`config.mk`:
```
export PLATFORM = sky130hd
export DESIGN_NAME = fifo_sync_gearbox
export DESIGN_NICKNAME = d
export VERILOG_FILES = /design/src/rtl/fifo_pkg.sv /design/src/rtl/fifo_sync_mem.sv /design/src/rtl/fifo_sync_gearbox.sv
export SDC_FILE = /design/constraint.sdc
export NUM_CORES = 1
export LEC_CHECK = 0
export ABC_CLOCK_PERIOD_IN_PS = 2400
export BUFFER_PORTS_ARGS = -buffer_cell sky130_fd_sc_hd__buf_2
export CAP_MARGIN = 30
export CORE_UTILIZATION = 40
export CTS_CLUSTER_DIAMETER = 100
export DETAILED_ROUTE_END_ITERATION = 7
export GPL_ROUTABILITY_DRIVEN = 0
export PLACE_DENSITY_LB_ADDON = 0.12
export SYNTH_ARGS = -nofsm -noshare
export SYNTH_HDL_FRONTEND = slang
export SYNTH_HIERARCHICAL = 1
export SYNTH_SLANG_ARGS = --single-unit
export TNS_END_PERCENT = 5
```
`constraint.sdc`:
```
create_clock -name clk -period 2.4 [get_ports clk]
set_input_delay 0.36 -clock clk [delete_from_list [all_inputs] [get_ports clk]]
set_output_delay 0.36 -clock clk [all_outputs]
set_load 0.01 [all_outputs]
```
`src/rtl/fifo_pkg.sv`:
```
// Shared helpers for the gearbox FIFO: lane/unit arithmetic and parameter
// legality checks used at elaboration time.
package fifo_pkg;

  function automatic int unsigned min_w(input int unsigned a, input int unsigned b);
    return (a < b) ? a : b;
  endfunction

  function automatic int unsigned max_w(input int unsigned a, input int unsigned b);
    return (a > b) ? a : b;
  endfunction

  // Width ratio between the wide and narrow side (1 for symmetric FIFOs).
  function automatic int unsigned width_ratio(input int unsigned a, input int unsigned b);
    return max_w(a, b) / min_w(a, b);
  endfunction

  function automatic bit is_pow2(input int unsigned x);
    return (x != 0) && ((x & (x - 1)) == 0);
  endfunction

  // True when the width pair and depth form a legal configuration.
  function automatic bit params_ok(input int unsigned in_w, input int unsigned out_w,
                                   input int unsigned depth);
    int unsigned r;
    if (in_w == 0 || out_w == 0) return 1'b0;
    if ((max_w(in_w, out_w) % min_w(in_w, out_w)) != 0) return 1'b0;
    r = width_ratio(in_w, out_w);
    return is_pow2(r) && is_pow2(depth) && (depth >= 2 * r);
  endfunction

endpackage

```
`src/rtl/fifo_sync_mem.sv`:
```
// Flop-array storage of DEPTH narrow units with a multi-unit write port and a
// multi-unit combinational read port; both ports wrap modulo DEPTH.
//   clk   : write clock
//   we    : write enable, stores WR_UNITS units starting at waddr
//   waddr : first unit address of the write
//   wdata : write data, unit 0 in the low lanes
//   raddr : first unit address of the read
//   rdata : RD_UNITS units starting at raddr, unit 0 in the low lanes
module fifo_sync_mem #(
  parameter int unsigned N_W      = 8,
  parameter int unsigned DEPTH    = 16,
  parameter int unsigned WR_UNITS = 1,
  parameter int unsigned RD_UNITS = 1,
  parameter int unsigned AW       = $clog2(DEPTH)
) (
  input  logic                         clk,
  input  logic                         we,
  input  logic [AW-1:0]                waddr,
  input  logic [WR_UNITS*N_W-1:0]      wdata,
  input  logic [AW-1:0]                raddr,
  output logic [RD_UNITS*N_W-1:0]      rdata
);

  logic [N_W-1:0] mem [DEPTH];

  // Storage is intentionally not reset.
  always_ff @(posedge clk) begin
    if (we) begin
      for (int i = 0; i < int'(WR_UNITS); i++) begin
        mem[AW'(waddr + AW'(i))] <= wdata[i*N_W +: N_W];
      end
    end
  end

  // First-word fall-through read of RD_UNITS consecutive units.
  always_comb begin
    rdata = '0;
    for (int j = 0; j < int'(RD_UNITS); j++) begin
      rdata[j*N_W +: N_W] = mem[AW'(raddr + AW'(j))];
    end
  end

endmodule

```
`src/rtl/fifo_sync_gearbox.sv`:
```
// Single-clock FIFO with independent write/read widths (power-of-two ratio),
// occupancy count, programmable thresholds and synchronous flush.
//   clk, rst          : clock, asynchronous active-high reset
//   flush             : synchronous clear, wins over a concurrent handshake
//   in_valid/in_ready : write handshake, in_data IN_WIDTH bits
//   out_valid/out_ready: read handshake, out_data OUT_WIDTH bits (fall-through)
//   count             : occupancy in narrow units
//   prog_full/empty   : threshold flags against registered count
module fifo_sync_gearbox
  import fifo_pkg::*;
#(
  parameter int unsigned IN_WIDTH          = 8,
  parameter int unsigned OUT_WIDTH         = 8,
  parameter int unsigned DEPTH             = 16,
  parameter int unsigned PROG_FULL_THRESH  = 12,
  parameter int unsigned PROG_EMPTY_THRESH = 2
) (
  input  logic                         clk,
  input  logic                         rst,
  input  logic                         flush,
  input  logic                         in_valid,
  output logic                         in_ready,
  input  logic [IN_WIDTH-1:0]          in_data,
  output logic                         out_valid,
  input  logic                         out_ready,
  output logic [OUT_WIDTH-1:0]         out_data,
  output logic [$clog2(DEPTH+1)-1:0]   count,
  output logic                         prog_full,
  output logic                         prog_empty
);

  localparam int unsigned N_W = min_w(IN_WIDTH, OUT_WIDTH);
  localparam int unsigned IW  = IN_WIDTH / N_W;
  localparam int unsigned OW  = OUT_WIDTH / N_W;
  localparam int unsigned AW  = $clog2(DEPTH);
  localparam int unsigned CW  = $clog2(DEPTH + 1);

  if (!params_ok(IN_WIDTH, OUT_WIDTH, DEPTH)) begin : g_bad_params
    $fatal(1, "fifo_sync_gearbox: illegal width ratio or DEPTH");
  end

  logic [AW-1:0] wr_ptr;
  logic [AW-1:0] rd_ptr;
  logic [CW-1:0] count_next;
  logic          wr_fire;
  logic          rd_fire;

  // Handshake and flags depend only on registered count (plus rst for in_ready).
  always_comb begin
    in_ready   = ~rst & (32'(count) <= (DEPTH - IW));
    out_valid  = (32'(count) >= OW);
    prog_full  = (32'(count) >= PROG_FULL_THRESH);
    prog_empty = (32'(count) <= PROG_EMPTY_THRESH);
    wr_fire    = in_valid & in_ready;
    rd_fire    = out_valid & out_ready;
    count_next = count + (wr_fire ? CW'(IW) : '0) - (rd_fire ? CW'(OW) : '0);
  end

  // Pointer and occupancy state; flush discards the handshake of its cycle.
  always_ff @(posedge clk or posedge rst) begin
    if (rst) begin
      wr_ptr <= '0;
      rd_ptr <= '0;
      count  <= '0;
    end else if (flush) begin
      wr_ptr <= '0;
      rd_ptr <= '0;
      count  <= '0;
    end else begin
      if (wr_fire) wr_ptr <= wr_ptr + AW'(IW);
      if (rd_fire) rd_ptr <= rd_ptr + AW'(OW);
      count <= count_next;
    end
  end

  fifo_sync_mem #(
    .N_W      (N_W),
    .DEPTH    (DEPTH),
    .WR_UNITS (IW),
    .RD_UNITS (OW),
    .AW       (AW)
  ) u_mem (
    .clk   (clk),
    .we    (wr_fire & ~flush),
    .waddr (wr_ptr),
    .wdata (in_data),
    .raddr (rd_ptr),
    .rdata (out_data)
  );

endmodule
```
==> results of run 1 <==
-- worst max-delay path by stage --
stage	startpoint	to	slack, ns	depth (start not counted)
global placement	count[2]	count[4]	-0.006	12
CTS	rd_ptr[0]	out_data[0]	-0.15	5
global route	rd_ptr[0]	out_data[1]	-0.19	5
floorplan	count[1]	count[4]	-0.15	14
finish	rd_ptr[0]	out_data[1]	-0.16	5
detailed placement	count[1]	count[4]	-0.05	14
-- power by group through the flow --
| stage | Combinational (mW) | Sequential, mW | Clock (mW) |
|---|---|---|---|
| finish | 1.81 | 2.83 | 2.67 |
| global route | 1.99 | 2.84 | 2.81 |
| CTS | 1.76 | 2.83 | 2.72 |
| detailed placement | 1.68 | 2.88 | 0 |
| global placement | 1.68 | 2.88 | 0 |
| floorplan | 1.05 | 2.88 | 0 |
-- per-layer routing --
| layer | vias up | GRT usage [%] | part of all wire [%] | wire length [um] |
|---|---|---|---|---|
| met2 | 53 | 27.4 | 48 | 5830 |
| met4 | 0 | 8.77 | 2.2 | 269 |
| li1 | 1399 | - | - | - |
| met1 | 1572 | 24.3 | 45 | 5440 |
| met5 | - | 0 | 0 | 0 |
| met3 | 19 | 3.81 | 4.1 | 496 |
-- through the flow --
step                cells  cell area [um2]  hold slack [ns]
floorplan             307             5830            0.237
detailed placement    547             6480            0.451
finish                586             7180          0.00268
global placement      547             6480            0.453
CTS                   582             7130          0.00492
global route          586             7180           0.0425
-- synthesized netlist by cell type, types with 2 or more instances --
master	n
ha_1	13
nor3_1	5
inv_1	10
nor2b_1	3
and2_1	2
a21oi_1	4
clkdlybuf4s25_2	3
xnor2_1	3
nand2_1	11
nor2_1	26
nand2b_1	2
a22oi_1	16
buf_2	3
buf_6	3
o21bai_1	2
xor2_1	5
mux4_1	14
nand3b_1	3
mux4_2	18
edfxtp_1	128
dfrtp_1	13
nand3_1	6
-- state kept, by name (all words and copies together), names as in the netlist --
signal     flops
count          5
wr_ptr         4
rd_ptr         4
u_mem/mem    128
-- cell type report --
cell class	instances	share of cell area, %
clock buffer	17	5.92
tap	180	3.13
inverter	10	0.522
multi-input combinational	145	21.9
clock inverter	15	2.46
sequential	141	58.0
timing repair buffer	78	8.05
-- cell families (layout without fill, tap and decap cells) --
| group | count (synthesis) | after routing | synth area share, % |
|---|---|---|---|
| AO/OA/AOI/OAI | 27 | 27 | 3.35 |
| adder cells (fa/ha/maj) | 14 | 14 | 3.13 |
| AND/OR/NAND/NOR | 63 | 63 | 5.17 |
| flip-flops | 141 | 141 | 71.5 |
| buffers and inverters | 21 | 120 | 2.19 |
| XOR/XNOR | 8 | 8 | 1.20 |
| multiplexers | 33 | 33 | 13.4 |
-- what timing repair did --
action / 4_1_cts / 5_1_grt
endpoints found under the hold margin: 0 / 0
setup buffers: 3 / 4
hold buffers: 0 / 0
endpoints found under the setup margin: 9 / 26
pin swaps: 6 / 2
resized for setup: 13 / 14
==> impl_metrics.csv, run 1 <==
group,metric,value,unit
outcome,status,"finished, violations left",
outcome,failed_checks,"negative setup slack",
yosys,post_synth_instance_area,5830,um2
min_path,holdCritPathClass,"in2async",
power,p_switching,1.86,mW
timing,layout_min_cycle_time,2.56,ns
power,sw_frac_of_total,25.4,%
floorplanning,io_pins,30,
timing,timing_worst_slew_pin_value,0.615,ns
global_route,total_track_usage,17.9,%
job,max_cap_viol_count,0,
timing,fin_crit_share,106,%
place,io_buf_count,29,
floorplanning,die_footprint,15100,um2
worst_setup_path,critPathMaxStageDelay,0.57,ns
power,fin_total_pwr,7.30,mW
yosys,yosysTopAreaCellShare,65.9,%
power,power.density,1020,nW/um2
layout,finalCoreUtilization,51.2,%
global_route,gr-total-overflow,0,
floorplanning,die_w,123,um
worst_setup_path,worstReg2RegEnd,"count[4]",
place,place_ws,-0.0461,ns
floorplanning,initial_core_util,41.5,%
timing,setup_viol,8,
drt,drtPass1Iterations,4,
yosys,synthCells,307,
global_route,first_global_vias,3203,
worst_setup_path,crit_chain,"buf_6, mux4_1, a22oi_1, nand2_1, buf_2",
timing,grt_setup_unrepaired,"yes",
worst_setup_path,cp.required,2.04,ns
worst_setup_path,critPathKind,"reg2out",
drt,via_count,3043,
global_route,wire_length_of_the_first_global_routing_pass,18700,um
floorplanning,core-area,14000,um2
timing,max_clock_freq,391,MHz
layout,mostFrequentLayoutCell,"edfxtp_1",
drt,wirelength,12000,um
place,dp_hpwl,7810,um
yosys,synthArstFlopShare,9.22,%
layout,layout_common_cells,"edfxtp_1 (128), buf_4 (41), buf_2 (29)",
cts,clock_transition_at_the_registers_of_the_reported_paths,0.06,ns
yosys,postSynthAreaPerCell,19.0,um2
worst_setup_path,critical_path.endpoint_type,"output port",
yosys,synthDominantAreaCellType,"edfxtp_1",
worst_setup_path,crit_buf_inv,2,
yosys,synth-edff-count,128,
cts,cts_tree,"done",
cts,clock-root-buffer,"clkbuf_16",
yosys,ys_dominant_reg_cell,"edfxtp_1",
timing,max_slew_violation_total_from_the_final_report,0,
power,power_leakage,2.57,nW
layout,seq_area,4170,um2
drt,drc_errors,0,
power,p_int,5.44,mW
yosys,ys_seq_area_share,71.5,%
timing,fin_hold_viols,0,
timing,finalClockSkew,0.00752,ns
floorplanning,floorplan.rows,43,
yosys,netlist_top_cells_area,"edfxtp_1 (66%), mux4_2 (7.0%), mux4_1 (6.3%), dfrtp_1 (5.6%), ha_1 (2.8%)",
power,power_frac_comb,24.8,%
cts,htree_num_levels,4,
worst_setup_path,critPathMaxFanout,5,
timing,total_negative_slack,-0.756,ns
yosys,number_of_unique_standard_cell_types_used_by_synthesis,36,
global_route,largest_net_degree_at_the_start_of_global_routing,36,
timing,slew_headroom,58.8,%
drt,drtAntennaViolNets,0,
layout,synthToLayoutAreaGrowth,23.2,%
worst_setup_path,r2r.worst_path.cells,14,
worst_setup_path,rrSetupSlack,0.06,ns
worst_setup_path,critical_path.slowest_cell,"mux4_1",
floorplanning,overall_die_height,123,um
power,clock_network_fraction_of_total_power,36.5,%
worst_setup_path,cp-start-kind,"register",
yosys,mappedNetlistNets,334,
layout,design.final.nets,420,
power,vdd_ir_drop_max,0.537,mV
cts,number_of_buffers_added_by_the_clock_tree_synthesis_step,17,
drt,initialDrtViolationCount,322,
cts,clockBufferDepth,2,
cts,cts_num_sinks,141,
cts,worst_skew_pair.late_latency,0.41,ns
power,seq_power_share,38.7,%
worst_setup_path,worst_flop_to_flop_path_startpoint,"count[3]",
timing,layout_setup_ws,-0.156,ns
layout,post_route_cells_drive_above_1_share,37.4,%
drt,detail_route.wl_per_cell,20.5,um
worst_setup_path,timing.critical_path.arrival,2.20,ns
yosys,synth-seq-cells,141,
yosys,synthesis_warnings,6,
layout,count_of_fill_cells_added_during_filler_insertion,1157,
drt,avgViaCountPerCell,5.19,
layout,multi_input_area,1570,um2
worst_setup_path,critical-path-top-delay-family,"multiplexers",
layout,n_antenna_cell,0,
global_route,grt_antenna_before_repair,0,
Power figures use the tool's default switching activity.
==> inputs of run 2 (changes only) <==
--- a/config.mk
+++ b/config.mk
@@ -13,6 +13,7 @@
 export DETAILED_ROUTE_END_ITERATION = 7
 export GPL_ROUTABILITY_DRIVEN = 0
 export PLACE_DENSITY_LB_ADDON = 0.12
+export SKIP_CTS_REPAIR_TIMING = 1
 export SYNTH_ARGS = -nofsm -noshare
 export SYNTH_HDL_FRONTEND = slang
 export SYNTH_HIERARCHICAL = 1
==> run 2 against run 1 <==
Effect of this change:
- the run still ends with negative setup slack left
- cell count increased by 1.4%
- non-clock buffer count increased by 8
- combinational power increased by 7%
- highest routed layer unchanged
==> impl_metrics.csv, run 2 (synthesis gave the netlist of run 1 again) <==
group,metric,value,unit
outcome,status,"finished, violations left",
outcome,failed_checks,"negative setup slack",
worst_setup_path,critPathMaxFanout,6,
worst_setup_path,worst_flop_to_flop_path_startpoint,"count[3]",
timing,layout_setup_ws,-0.173,ns
drt,drtAntennaViolNets,0,
cts,clock-root-buffer,"clkbuf_16",
layout,fin_area,7280,um2
drt,drc_errors,0,
worst_setup_path,critPathKind,"reg2out",
cts,worst_skew_pair.late_latency,0.41,ns
global_route,largest_net_degree_at_the_start_of_global_routing,36,
place,dp_hpwl,7810,um
worst_setup_path,critical_path.slowest_cell,"dfrtp_2",
worst_setup_path,critical-path-top-delay-family,"flip-flops",
timing,layout_min_cycle_time,2.57,ns
worst_setup_path,critPathMaxStageDelay,0.55,ns
global_route,total_track_usage,17.9,%
drt,avgViaCountPerCell,5.20,
floorplanning,io_pins,30,
floorplanning,die_footprint,15100,um2
floorplanning,initial_core_util,41.5,%
worst_setup_path,cp-start-kind,"register",
power,power.density,1020,nW/um2
layout,design.final.nets,428,
cts,cts_tree,"done",
global_route,grt_antenna_before_repair,0,
timing,fin_hold_ws,0.00331,ns
timing,grt_setup_unrepaired,"yes",
worst_setup_path,cp.required,2.04,ns
worst_setup_path,crit_buf_inv,3,
timing,setup_viol,8,
worst_setup_path,critical_path.endpoint_type,"output port",
layout,largest_register_ff_count,128,
timing,finalClockSkew,0.00577,ns
place,place_ws,-0.0461,ns
layout,count_of_fill_cells_added_during_filler_insertion,1151,
job,max_cap_viol_count,0,
global_route,first_global_vias,3171,
layout,n_antenna_cell,0,
drt,initialDrtViolationCount,256,
layout,post_route_cells_drive_above_1_share,38.9,%
layout,mostFrequentLayoutCell,"edfxtp_1",
timing,fin_hold_viols,0,
place,placed_cell_area,6480,um2
layout,registers.top_by_ff_count,"u_mem/mem",
timing,fin_crit_share,107,%
timing,slew_headroom,55.9,%
min_path,holdCritPathClass,"in2async",
cts,clockBufferDepth,2,
global_route,gr-total-overflow,0,
cts,clock_transition_at_the_registers_of_the_reported_paths,0.06,ns
worst_setup_path,timing.critical_path.arrival,2.21,ns
global_route,wire_length_of_the_first_global_routing_pass,18500,um
worst_setup_path,critPathLaunch,"rd_ptr[0]",
place,io_buf_count,29,
drt,drtPass1Iterations,4,
power,fin_total_pwr,7.42,mW
cts,cts_num_sinks,141,
timing,timing_worst_slew_pin_value,0.659,ns
layout,synthToLayoutAreaGrowth,24.9,%
floorplanning,core-area,14000,um2
timing,max_clock_freq,389,MHz
floorplanning,overall_die_height,123,um
power,power_leakage,2.62,nW
floorplanning,die_w,123,um
floorplanning,floorplan.rows,43,
cts,number_of_buffers_added_by_the_clock_tree_synthesis_step,17,
drt,detail_route.wl_per_cell,20.5,um
timing,max_slew_violation_total_from_the_final_report,0,
power,vdd_ir_drop_max,0.539,mV
worst_setup_path,crit_chain,"clkbuf_16, buf_4, mux4_2, a22oi_2, nand2_2, buf_2",
layout,biggestRegsByFlops,"u_mem/mem: 128 flops, count: 5 flops",
drt,wirelength,12200,um
layout,layout_common_cells,"edfxtp_1 (128), buf_4 (49), buf_2 (29)",
drt,via_count,3089,
cts,htree_num_levels,4,
## run 2: cell types whose count changed in the layout (fill, tap and decap cells not counted), sizes merged
cell / before / now
buf: 78 / 85
clkbuf: 17 / 18
## run 2: report_power, final
| group | internal, mW | switching, mW |
|---|---|---|
| sequential | 2.75 | 0.0807 |
| combinational | 1.07 | 0.857 |
| clock | 1.71 | 0.951 |
## run 2: path summary, 6_finish.rpt
check                                    to  slack [ns]  depth (start not counted)
min in group clk                  rd_ptr[1]        0.27                          3
max in group asynchronous         rd_ptr[0]        2.01                          2
worst min register to register    rd_ptr[3]        0.60                          2
worst max-delay path            out_data[1]       -0.17                          6
worst min-delay path              wr_ptr[2]       0.003                          2
worst max register to register     count[4]        0.04                         14
## run 2: layout make-up
cell class	count	area [um2]	share of cell area, %
Sequential cell	141	4170	57.3
Multi-Input combinational cell	145	1590	21.8
Timing Repair Buffer	86	656	9.01
Clock buffer	17	425	5.84
Tap cell	180	225	3.09
Clock inverter	15	176	2.42
Inverter	10	37.5	0.516
## run 2: metrics by stage
stage	utilization, %	setup TNS, ns	cells
2_1_floorplan	-	-0.154	307
3_3_place_gp	46.2	-0.00643	547
3_5_place_dp	46.2	-0.0461	547
4_1_cts	50.4	-1.82	579
5_1_grt	51.8	-1.86	594
6_report	51.8	-1.04	594
## run 2: layer usage
layer | track usage [%] | part of all wire, % | up-vias
met4 | 8.84 | 2.1 | 0
met1 | 24.0 | 46 | 1602
met2 | 27.3 | 49 | 52
li1 | - | - | 1418
met3 | 4.09 | 2.7 | 17
met5 | 0 | 0 | -
## run 2: worst reg2reg max path: stages, from the launching register on
cell	delay (ns)
dfrtp_1	0.41
inv_1	0.10
ha_1	0.17
nand3b_1	0.12
nand2_2	0.10
inv_1	0.04
ha_1	0.27
inv_1	0.06
ha_2	0.17
inv_1	0.05
fa_2	0.34
o21bai_1	0.13
a21oi_1	0.09
xnor2_1	0.13
nor2_1	0.05
